File: src/rtl/isa_pkg.sv
// isa_pkg: opcode classes, instruction field positions and
// register-usage helpers shared by decode_stage and scoreboard.
package isa_pkg;

  typedef enum logic [3:0] {
    OP_NOP    = 4'h0,
    OP_ALU_LO = 4'h1,
    OP_ALU_HI = 4'h7,
    OP_LOAD   = 4'h8,
    OP_STORE  = 4'h9,
    OP_BR_LO  = 4'hA,
    OP_BR_HI  = 4'hB,
    OP_KMOV   = 4'hC,
    OP_RSV_LO = 4'hD
  } op_e;

  localparam int F_OP  = 28;
  localparam int F_RD  = 24;
  localparam int F_RS  = 20;
  localparam int F_RX  = 16;
  localparam int F_RK  = 12;
  localparam int F_IMM = 0;
  localparam int OP_W  = 4;
  localparam int IMM_W = 12;

  localparam logic [3:0] PC_REG = 4'd15;

  function automatic logic op_is_alu(logic [3:0] op);
    return op >= OP_ALU_LO && op <= OP_ALU_HI;
  endfunction

  function automatic logic op_is_br(logic [3:0] op);
    return op >= OP_BR_LO && op <= OP_BR_HI;
  endfunction

  function automatic logic op_reads_rs(logic [3:0] op);
    return op_is_alu(op) || op == OP_LOAD ||
           op == OP_STORE || op_is_br(op);
  endfunction

  function automatic logic op_reads_rx(logic [3:0] op);
    return op_is_alu(op) || op == OP_STORE ||
           op_is_br(op);
  endfunction

  function automatic logic op_reads_rk(logic [3:0] op);
    return op == OP_KMOV;
  endfunction

  function automatic logic op_writes_rd(logic [3:0] op);
    return op_is_alu(op) || op == OP_LOAD ||
           op == OP_KMOV;
  endfunction

  function automatic logic op_reserved(logic [3:0] op);
    return op >= OP_RSV_LO;
  endfunction

endpackage

File: src/rtl/decode_stage_scoreboard.sv
// scoreboard: pending register-write vector with busy lookup.
// DECODE_WB_BYPASS_EN masks a same-cycle write-back from busy.
module scoreboard
  import isa_pkg::*;
#(
  parameter int dir = 4
) (
  input  logic           clk,
  input  logic           rst,
  input  logic           i_set_en,
  input  logic [dir-1:0] i_set_addr,
  input  logic           i_clr_en,
  input  logic [dir-1:0] i_clr_addr,
  input  logic [dir-1:0] i_rd_a,
  input  logic [dir-1:0] i_rd_b,
  input  logic [dir-1:0] i_rd_c,
  output logic           o_busy_a,
  output logic           o_busy_b,
  output logic           o_busy_c
);

  localparam int N = 1 << dir;

  logic [N-1:0] r_pend;
  logic [N-1:0] w_wb_mask;
  logic [N-1:0] w_live;

  always_comb begin
    w_wb_mask = '0;
`ifdef DECODE_WB_BYPASS_EN
    // bank writes on negedge, so this cycle's read already sees it
    if (i_clr_en) w_wb_mask[i_clr_addr] = 1'b1;
`endif
  end

  assign w_live   = r_pend & ~w_wb_mask;
  assign o_busy_a = w_live[i_rd_a];
  assign o_busy_b = w_live[i_rd_b];
  assign o_busy_c = w_live[i_rd_c];

  always_ff @(posedge clk) begin
    if (rst) begin
      r_pend <= '0;
    end else begin
      if (i_clr_en) r_pend[i_clr_addr] <= 1'b0;
      if (i_set_en) r_pend[i_set_addr] <= 1'b1;
    end
  end

endmodule

File: src/rtl/decode_stage.sv
// decode_stage: splits instructions into bank addresses, holds one
// packet for execute, stalls on scoreboard hazards (DECODE_WB_BYPASS_EN).
module decode_stage
  import isa_pkg::*;
#(
  parameter int bus = 32,
  parameter int dir = 4
) (
  input  logic             clk,
  input  logic             rst,
  input  logic             in_valid,
  input  logic [bus-1:0]   in_instr,
  input  logic [bus-1:0]   in_pc,
  output logic             in_ready,
  output logic             out_valid,
  input  logic             out_ready,
  output logic [OP_W-1:0]  out_op,
  output logic [dir-1:0]   RD,
  output logic [dir-1:0]   RS,
  output logic [dir-1:0]   RX,
  output logic [dir-1:0]   RK,
  output logic [IMM_W-1:0] out_imm,
  output logic [bus-1:0]   out_pc,
  output logic             RE,
  input  logic             wb_valid,
  input  logic [dir-1:0]   wb_rd,
  input  logic             flush,
  output logic             illegal
);

  localparam logic [dir-1:0] PC = dir'(PC_REG);

  logic [OP_W-1:0] w_op;
  logic [dir-1:0]  w_rs, w_rx, w_rk;
  logic            w_busy_rs, w_busy_rx, w_busy_rk;
  logic            w_held_wr, w_hazard;
  logic            w_accept, w_issue;

  logic             r_valid;
  logic [OP_W-1:0]  r_op;
  logic [dir-1:0]   r_rd, r_rs, r_rx, r_rk;
  logic [IMM_W-1:0] r_imm;
  logic [bus-1:0]   r_pc;

  assign w_op = in_instr[F_OP +: OP_W];
  assign w_rs = in_instr[F_RS +: dir];
  assign w_rx = in_instr[F_RX +: dir];
  assign w_rk = in_instr[F_RK +: dir];

  // held packet has not issued yet, so the scoreboard cannot see it
  assign w_held_wr = r_valid && op_writes_rd(r_op) && r_rd != PC;

  assign w_hazard =
    (op_reads_rs(w_op) &&
     (w_busy_rs || (w_held_wr && w_rs == r_rd))) ||
    (op_reads_rx(w_op) &&
     (w_busy_rx || (w_held_wr && w_rx == r_rd))) ||
    (op_reads_rk(w_op) &&
     (w_busy_rk || (w_held_wr && w_rk == r_rd)));

  assign in_ready = !rst && (!r_valid || out_ready) &&
                    !w_hazard && !flush;
  assign w_accept = in_valid && in_ready;
  assign w_issue  = !rst && r_valid && out_ready && !flush;

  assign RE        = w_issue;
  assign illegal   = w_issue && op_reserved(r_op);
  assign out_valid = r_valid;
  assign out_op    = r_op;
  assign RD        = r_rd;
  assign RS        = r_rs;
  assign RX        = r_rx;
  assign RK        = r_rk;
  assign out_imm   = r_imm;
  assign out_pc    = r_pc;

  scoreboard #(.dir(dir)) u_sb (
    .clk        (clk),
    .rst        (rst),
    .i_set_en   (w_issue && w_held_wr),
    .i_set_addr (r_rd),
    .i_clr_en   (wb_valid),
    .i_clr_addr (wb_rd),
    .i_rd_a     (w_rs),
    .i_rd_b     (w_rx),
    .i_rd_c     (w_rk),
    .o_busy_a   (w_busy_rs),
    .o_busy_b   (w_busy_rx),
    .o_busy_c   (w_busy_rk)
  );

  always_ff @(posedge clk) begin
    if (rst) begin
      r_valid <= 1'b0;
      r_op    <= '0;
      r_rd    <= '0;
      r_rs    <= '0;
      r_rx    <= '0;
      r_rk    <= '0;
      r_imm   <= '0;
      r_pc    <= '0;
    end else if (w_accept) begin
      r_valid <= 1'b1;
      r_op    <= w_op;
      r_rd    <= in_instr[F_RD +: dir];
      r_rs    <= w_rs;
      r_rx    <= w_rx;
      r_rk    <= w_rk;
      r_imm   <= in_instr[F_IMM +: IMM_W];
      r_pc    <= in_pc;
    end else if (flush || out_ready) begin
      r_valid <= 1'b0;
    end
  end

endmodule

File: config.mk
export PLATFORM = sky130hd
export DESIGN_NAME = decode_stage
export DESIGN_NICKNAME = d
export VERILOG_FILES = /design/src/rtl/isa_pkg.sv /design/src/rtl/decode_stage_scoreboard.sv /design/src/rtl/decode_stage.sv
export SDC_FILE = /design/constraint.sdc
export NUM_CORES = 1
export LEC_CHECK = 0
export ABC_AREA = 1
export CORE_MARGIN = 10
export CORE_UTILIZATION = 30
export DETAILED_ROUTE_END_ITERATION = 10
export SYNTH_ARGS = -nofsm -noshare
export SYNTH_HDL_FRONTEND = slang
export SYNTH_SLANG_ARGS = --single-unit
File: constraint.sdc
create_clock -name clk -period 5.3 [get_ports clk]
set_input_delay 1.06 -clock clk [delete_from_list [all_inputs] [get_ports clk]]
set_output_delay 1.06 -clock clk [all_outputs]
set_load 0.05 [all_outputs]
# [Yosys cells after proc, flatten, opt, wreduce, memory -nomap -nowiden]
# Cells that the tools add are included.
[op_classes] n_reduce_logical=41 n_mux=15 div=0 n_bitwise=3 n_eq_ne=9 magnitude_cmp=14 n_mul=0 n_shift=0 add_sub_neg=0
[op_table] operator="$mux W16" count=3
[op_table] operator="$lt A4 B5 Y1 const B" count=5
[op_table] operator="$logic_and A1 B1 Y1" count=22
[op_table] operator="$eq A4 B4 Y1 const B" count=5
[op_table] operator="$and A16 B16 Y16" count=1
[op_table] operator="$ge A4 B1 Y1 const B" count=4
[op_table] operator="$not A16 Y16" count=1
[op_table] operator="$or A16 B16 Y16" count=1
[op_table] operator="$logic_or A1 B1 Y1" count=14
[op_table] operator="$bmux W1 S4" count=3
[op_table] operator="$eq A4 B4 Y1" count=3
[op_table] operator="$demux W1 S4" count=2
[op_table] operator="$ge A4 B4 Y1 const B" count=2
[op_table] operator="$le A4 B3 Y1 const B" count=2
[op_table] operator="$mux W1" count=7
[op_table] operator="$le A4 B4 Y1 const B" count=1
[op_table] operator="$logic_not A1 Y1" count=4
[op_table] operator="$ne A4 B4 Y1 const B" count=1
[op_table] operator="$reduce_bool A2 Y1" count=1
[totals] out_inout_bits=68 word_cells=91 latch_bits=0 ram_bits=0 mem_count=0 rom_bits=0 register_bits=81

# [Logic depth before layout (Yosys ltp)]
[logic_depth] word_depth=16 depth_mapped=16

# [By module]
# A second synthesis with hierarchy kept.
[unflattened] cells_unflattened=728 hier_area_um2=4484.3
[modules_own_cells] module="decode_stage" cells_each=508 area_each_um2=3234.4 seq_area_each_um2=1301.2 instances=1
[modules_own_cells] module="scoreboard" cells_each=220 area_each_um2=1249.9 seq_area_each_um2=320.3 instances=1

# [Least setup slack after synthesis]
# No wires, ideal clock.
[synth_timing] path_type="input port to output port" start="in rst" end="out illegal" cell_stages=6 arrival_time_ps=3735 path_buffers=1 required_time_ps=4240 setup_slack_ps=505 path_cell_list="buf_2 -> nor2_1 -> inv_1 -> nor3_1 -> nand2_1 -> nor3_1"
[synth_via] elab_chain_cells=5
[synth_rtl] element="start: declaration" line="decode_stage.sv:10" source="input logic rst,"
[synth_rtl] element="$logic_not A1 Y1" line="decode_stage.sv:64" source="assign w_issue = !rst && r_valid && out_ready && !flush;"
[synth_rtl] element="$logic_and A1 B1 Y1 (3 in series)" line="decode_stage.sv:64"
[synth_rtl] element="net RE" line="decode_stage.sv:24" source="output logic RE,"
[synth_rtl] element="$logic_and A1 B1 Y1" line="decode_stage.sv:67" source="assign illegal = w_issue && op_reserved(r_op);"
[synth_rtl] element="end: declaration" line="decode_stage.sv:28" source="output logic illegal"
# The timed path passes the listed nets, and every way through them passes these cells.

# [Final worst setup path]
[layout_timing] start="in rst" end="out illegal"
[layout_via] elab_chain_cells=5
[layout_rtl] element="$logic_not A1 Y1" line="decode_stage.sv:64"
[layout_rtl] element="$logic_and A1 B1 Y1 (3 in series)" line="decode_stage.sv:64"
[layout_rtl] element="$logic_and A1 B1 Y1" line="decode_stage.sv:67"
# No other way between the ends.

==> flow_metrics.tcl <==
set metrics [dict create \
    powerDensity_mw_per_mm2 278 \
    io_buffer_count 141 \
    fin_crit_sh_pct 82.7 \
    dp.final_hpwl_um 10200 \
    wl_per_cell_um 14.6 \
    worst_pin_slew_ns 0.799 \
    clk_pin_slew_ns 0.06 \
    crit_type "primary input to output pin" \
    dp_cells 961 \
    finalSetupViolations 0 \
    netlist_top_cells_count "nand2_1, nand3_1, a21oi_1, dfxtp_1, nor2_1" \
    yosys.cell_types.count 22 \
    critical_path.startpoint "rst" \
    setup_tns_ns 0 \
    critPathCaptureType "output pin" \
    r2r-end "RS[1]$_SDFFE_PP0P_" \
    ys_top_cells_by_area "dfxtp_1, nand2_1, nand3_1" \
    ctsResizeCount 0 \
    overflow 0 \
    wl_met1_um 6490 \
    num_vias 4570 \
    coreArea_mm2 0.0139 \
    max_freq_mhz 228 \
    ios 142 \
    grt_pass1_vias 4283 \
    nFillCells 1502 \
    cts_buffer_depth 2 \
    ir_drop_v 0.000142 \
    crit-reg2reg-launch "RD[0]$_SDFFE_PP0P_" \
    syn_area_per_cell_um2 6.33 \
    fp.dieH_um 140 \
    firstDrtPassIters 4 \
    post_cts_buffers 0 \
    num_antenna_cells 0 \
    drive_gt1_share_pct 3.64 \
    cts_buffers 9 \
    wl_met2_um 6570 \
    ctsHoldBuffers 0 \
    hold_depth 2 \
    antenna_found_initial 0 \
    whs_ns 0.477 \
    synth_most_common_cell "nand2_1" \
    cap_violations 0 \
    syn_area_mm2 0.00429 \
    grtUsageTotal_pct 14.1 \
    initial_core_util_pct 30.8 \
    fin_crit_ns 4.38 \
    worst_setup_path_start_kind "primary input" \
    leakage_nw 2.52 \
    grt_max_degree 81 \
    area_growth_pct 40.7 \
    synth_fp_nets 752 \
    cp_data_required_time_ns 4.24 \
    insertion_delay_ns 0.34 \
    slew_violations 0 \
    die_x_um 140 \
    htreeDepth 3 \
    gp_congestion 0.919 \
    ys_dominant_reg_cell "dfxtp_1" \
    fin_worst_skew_ns 0.00617 \
    routed_wl_um 14300 \
    dr_wl_met3_um 980 \
    nNetsFinal 866 \
    fp.dieArea_mm2 0.0195 \
    drc 0 \
    r2r_cells 13 \
    drt-initial-drc-count 306 \
    grt_pass1_wl_um 22800 \
    reg2reg_slack_ns 2.26 \
    path_max_fanout 18 \
    hold_viol 0 \
    maxSlewHeadroom_pct 46.7 \
    grt_setup_unrepaired "false" \
    hold_path_end "out_pc[31]$_SDFFE_PP0P_" \
    via_per_inst 4.68 \
    final_cells 977 \
    clock-sinks 81 \
    routed.top_layer "met4" \
    yosys_register_bits 81 \
    ant_nets 0 \
    crit_arrival_ns 3.32 \
    ys_warn_count 0 \
    synth-edff-count 0 \
    hp-start "out_pc[31]$_SDFFE_PP0P_" \
    status "finished, final reports clean" \
    syn_inst 678 \
    clockRootBuffer "clkbuf_16" \
    synth_top_area_cell "dfxtp_1" \
    fp-row-count 43 \
    ys_seq_area_share_pct 37.8 \
    ys_async_sr_fraction_pct 0 \
    postLayoutCoreUtil_pct 43.3 \
    hold_path.class "flip-flop to flip-flop" \
    cts_tree "yes" \
    synth_top_area_share_pct 37.8 \
]
==> worst max-delay path: stages <==
cell             delay (ns)
clkdlybuf4s50_1        0.41
buf_4                  0.20
nor2_1                 0.17
inv_1                  0.07
nor3_1                 0.29
nand2_1                0.08
nor3_1                 0.17
clkdlybuf4s50_1        0.87
==> through the flow <==
step	worst slack, ns	power, W	area (µm²)
CTS	0.911	0.00170	6040
detailed placement	0.913	0.00100	5710
floorplan	0.505	0.000876	4290
global route	0.753	0.00176	6040
global placement	0.972	0.00100	5710
finish	0.918	0.00168	6040
==> layout by cell type (no fill, tap or decap), types with 9 or more instances in the layout <==
cell	n
dfxtp_1	81
clkdlybuf4s50_1	139
o21ai_0	13
nor2_1	78
a21oi_1	81
nand3_1	115
clkbuf_16	9
nand2_1	164
inv_1	75
==> state kept, by name, indices dropped and copies added, names as in the netlist <==
register and count:
RD 4, RK 4, RS 4, RX 4, out_imm 12, out_op 4
out_pc 32, out_valid 1, u_sb.r_pend 16
==> where the power goes <==
part | internal [W] | leakage (nW) | switching, W
logic | 0.000129 | 1.70 | 0.000211
clock network | 0.000439 | 0.163 | 0.000249
registers | 0.000632 | 0.657 | 0.0000158
==> layout make-up <==
class | instances | area [µm²] | area share, %
Inverter | 80 | 303 | 5.01
Sequential cell | 81 | 1620 | 26.8
Timing Repair Buffer | 146 | 1440 | 23.9
Clock buffer | 12 | 256 | 4.25
Clock inverter | 4 | 73.8 | 1.22
Tap cell | 180 | 225 | 3.73
Multi-Input combinational cell | 474 | 2120 | 35.0
==> worst max-delay path by stage <==
stage          endpoint  cells past startpoint  slack (ns)
3_5_place_dp    illegal                      8        0.91
2_1_floorplan   illegal                      6        0.51
6_report        illegal                      8        0.92
5_1_grt         illegal                      8        0.75
3_3_place_gp    illegal                      8        0.97
4_1_cts         illegal                      8        0.91
==> cells by family after synthesis <==
family	share of synthesized area (%)
xor+xnor	1.22
simple gates	36.0
buf+inv	13.1
flops	37.8
compound gates	12.0
==> routing by layer <==
| metal | vias up | GRT usage (%) |
|---|---|---|
| met5 | - | 0 |
| met4 | 0 | 4.84 |
| met3 | 14 | 4.05 |
| met2 | 123 | 22.6 |
| met1 | 2036 | 17.7 |
| li1 | 2397 | - |
No activity file was read; power rests on OpenSTA's default activity.
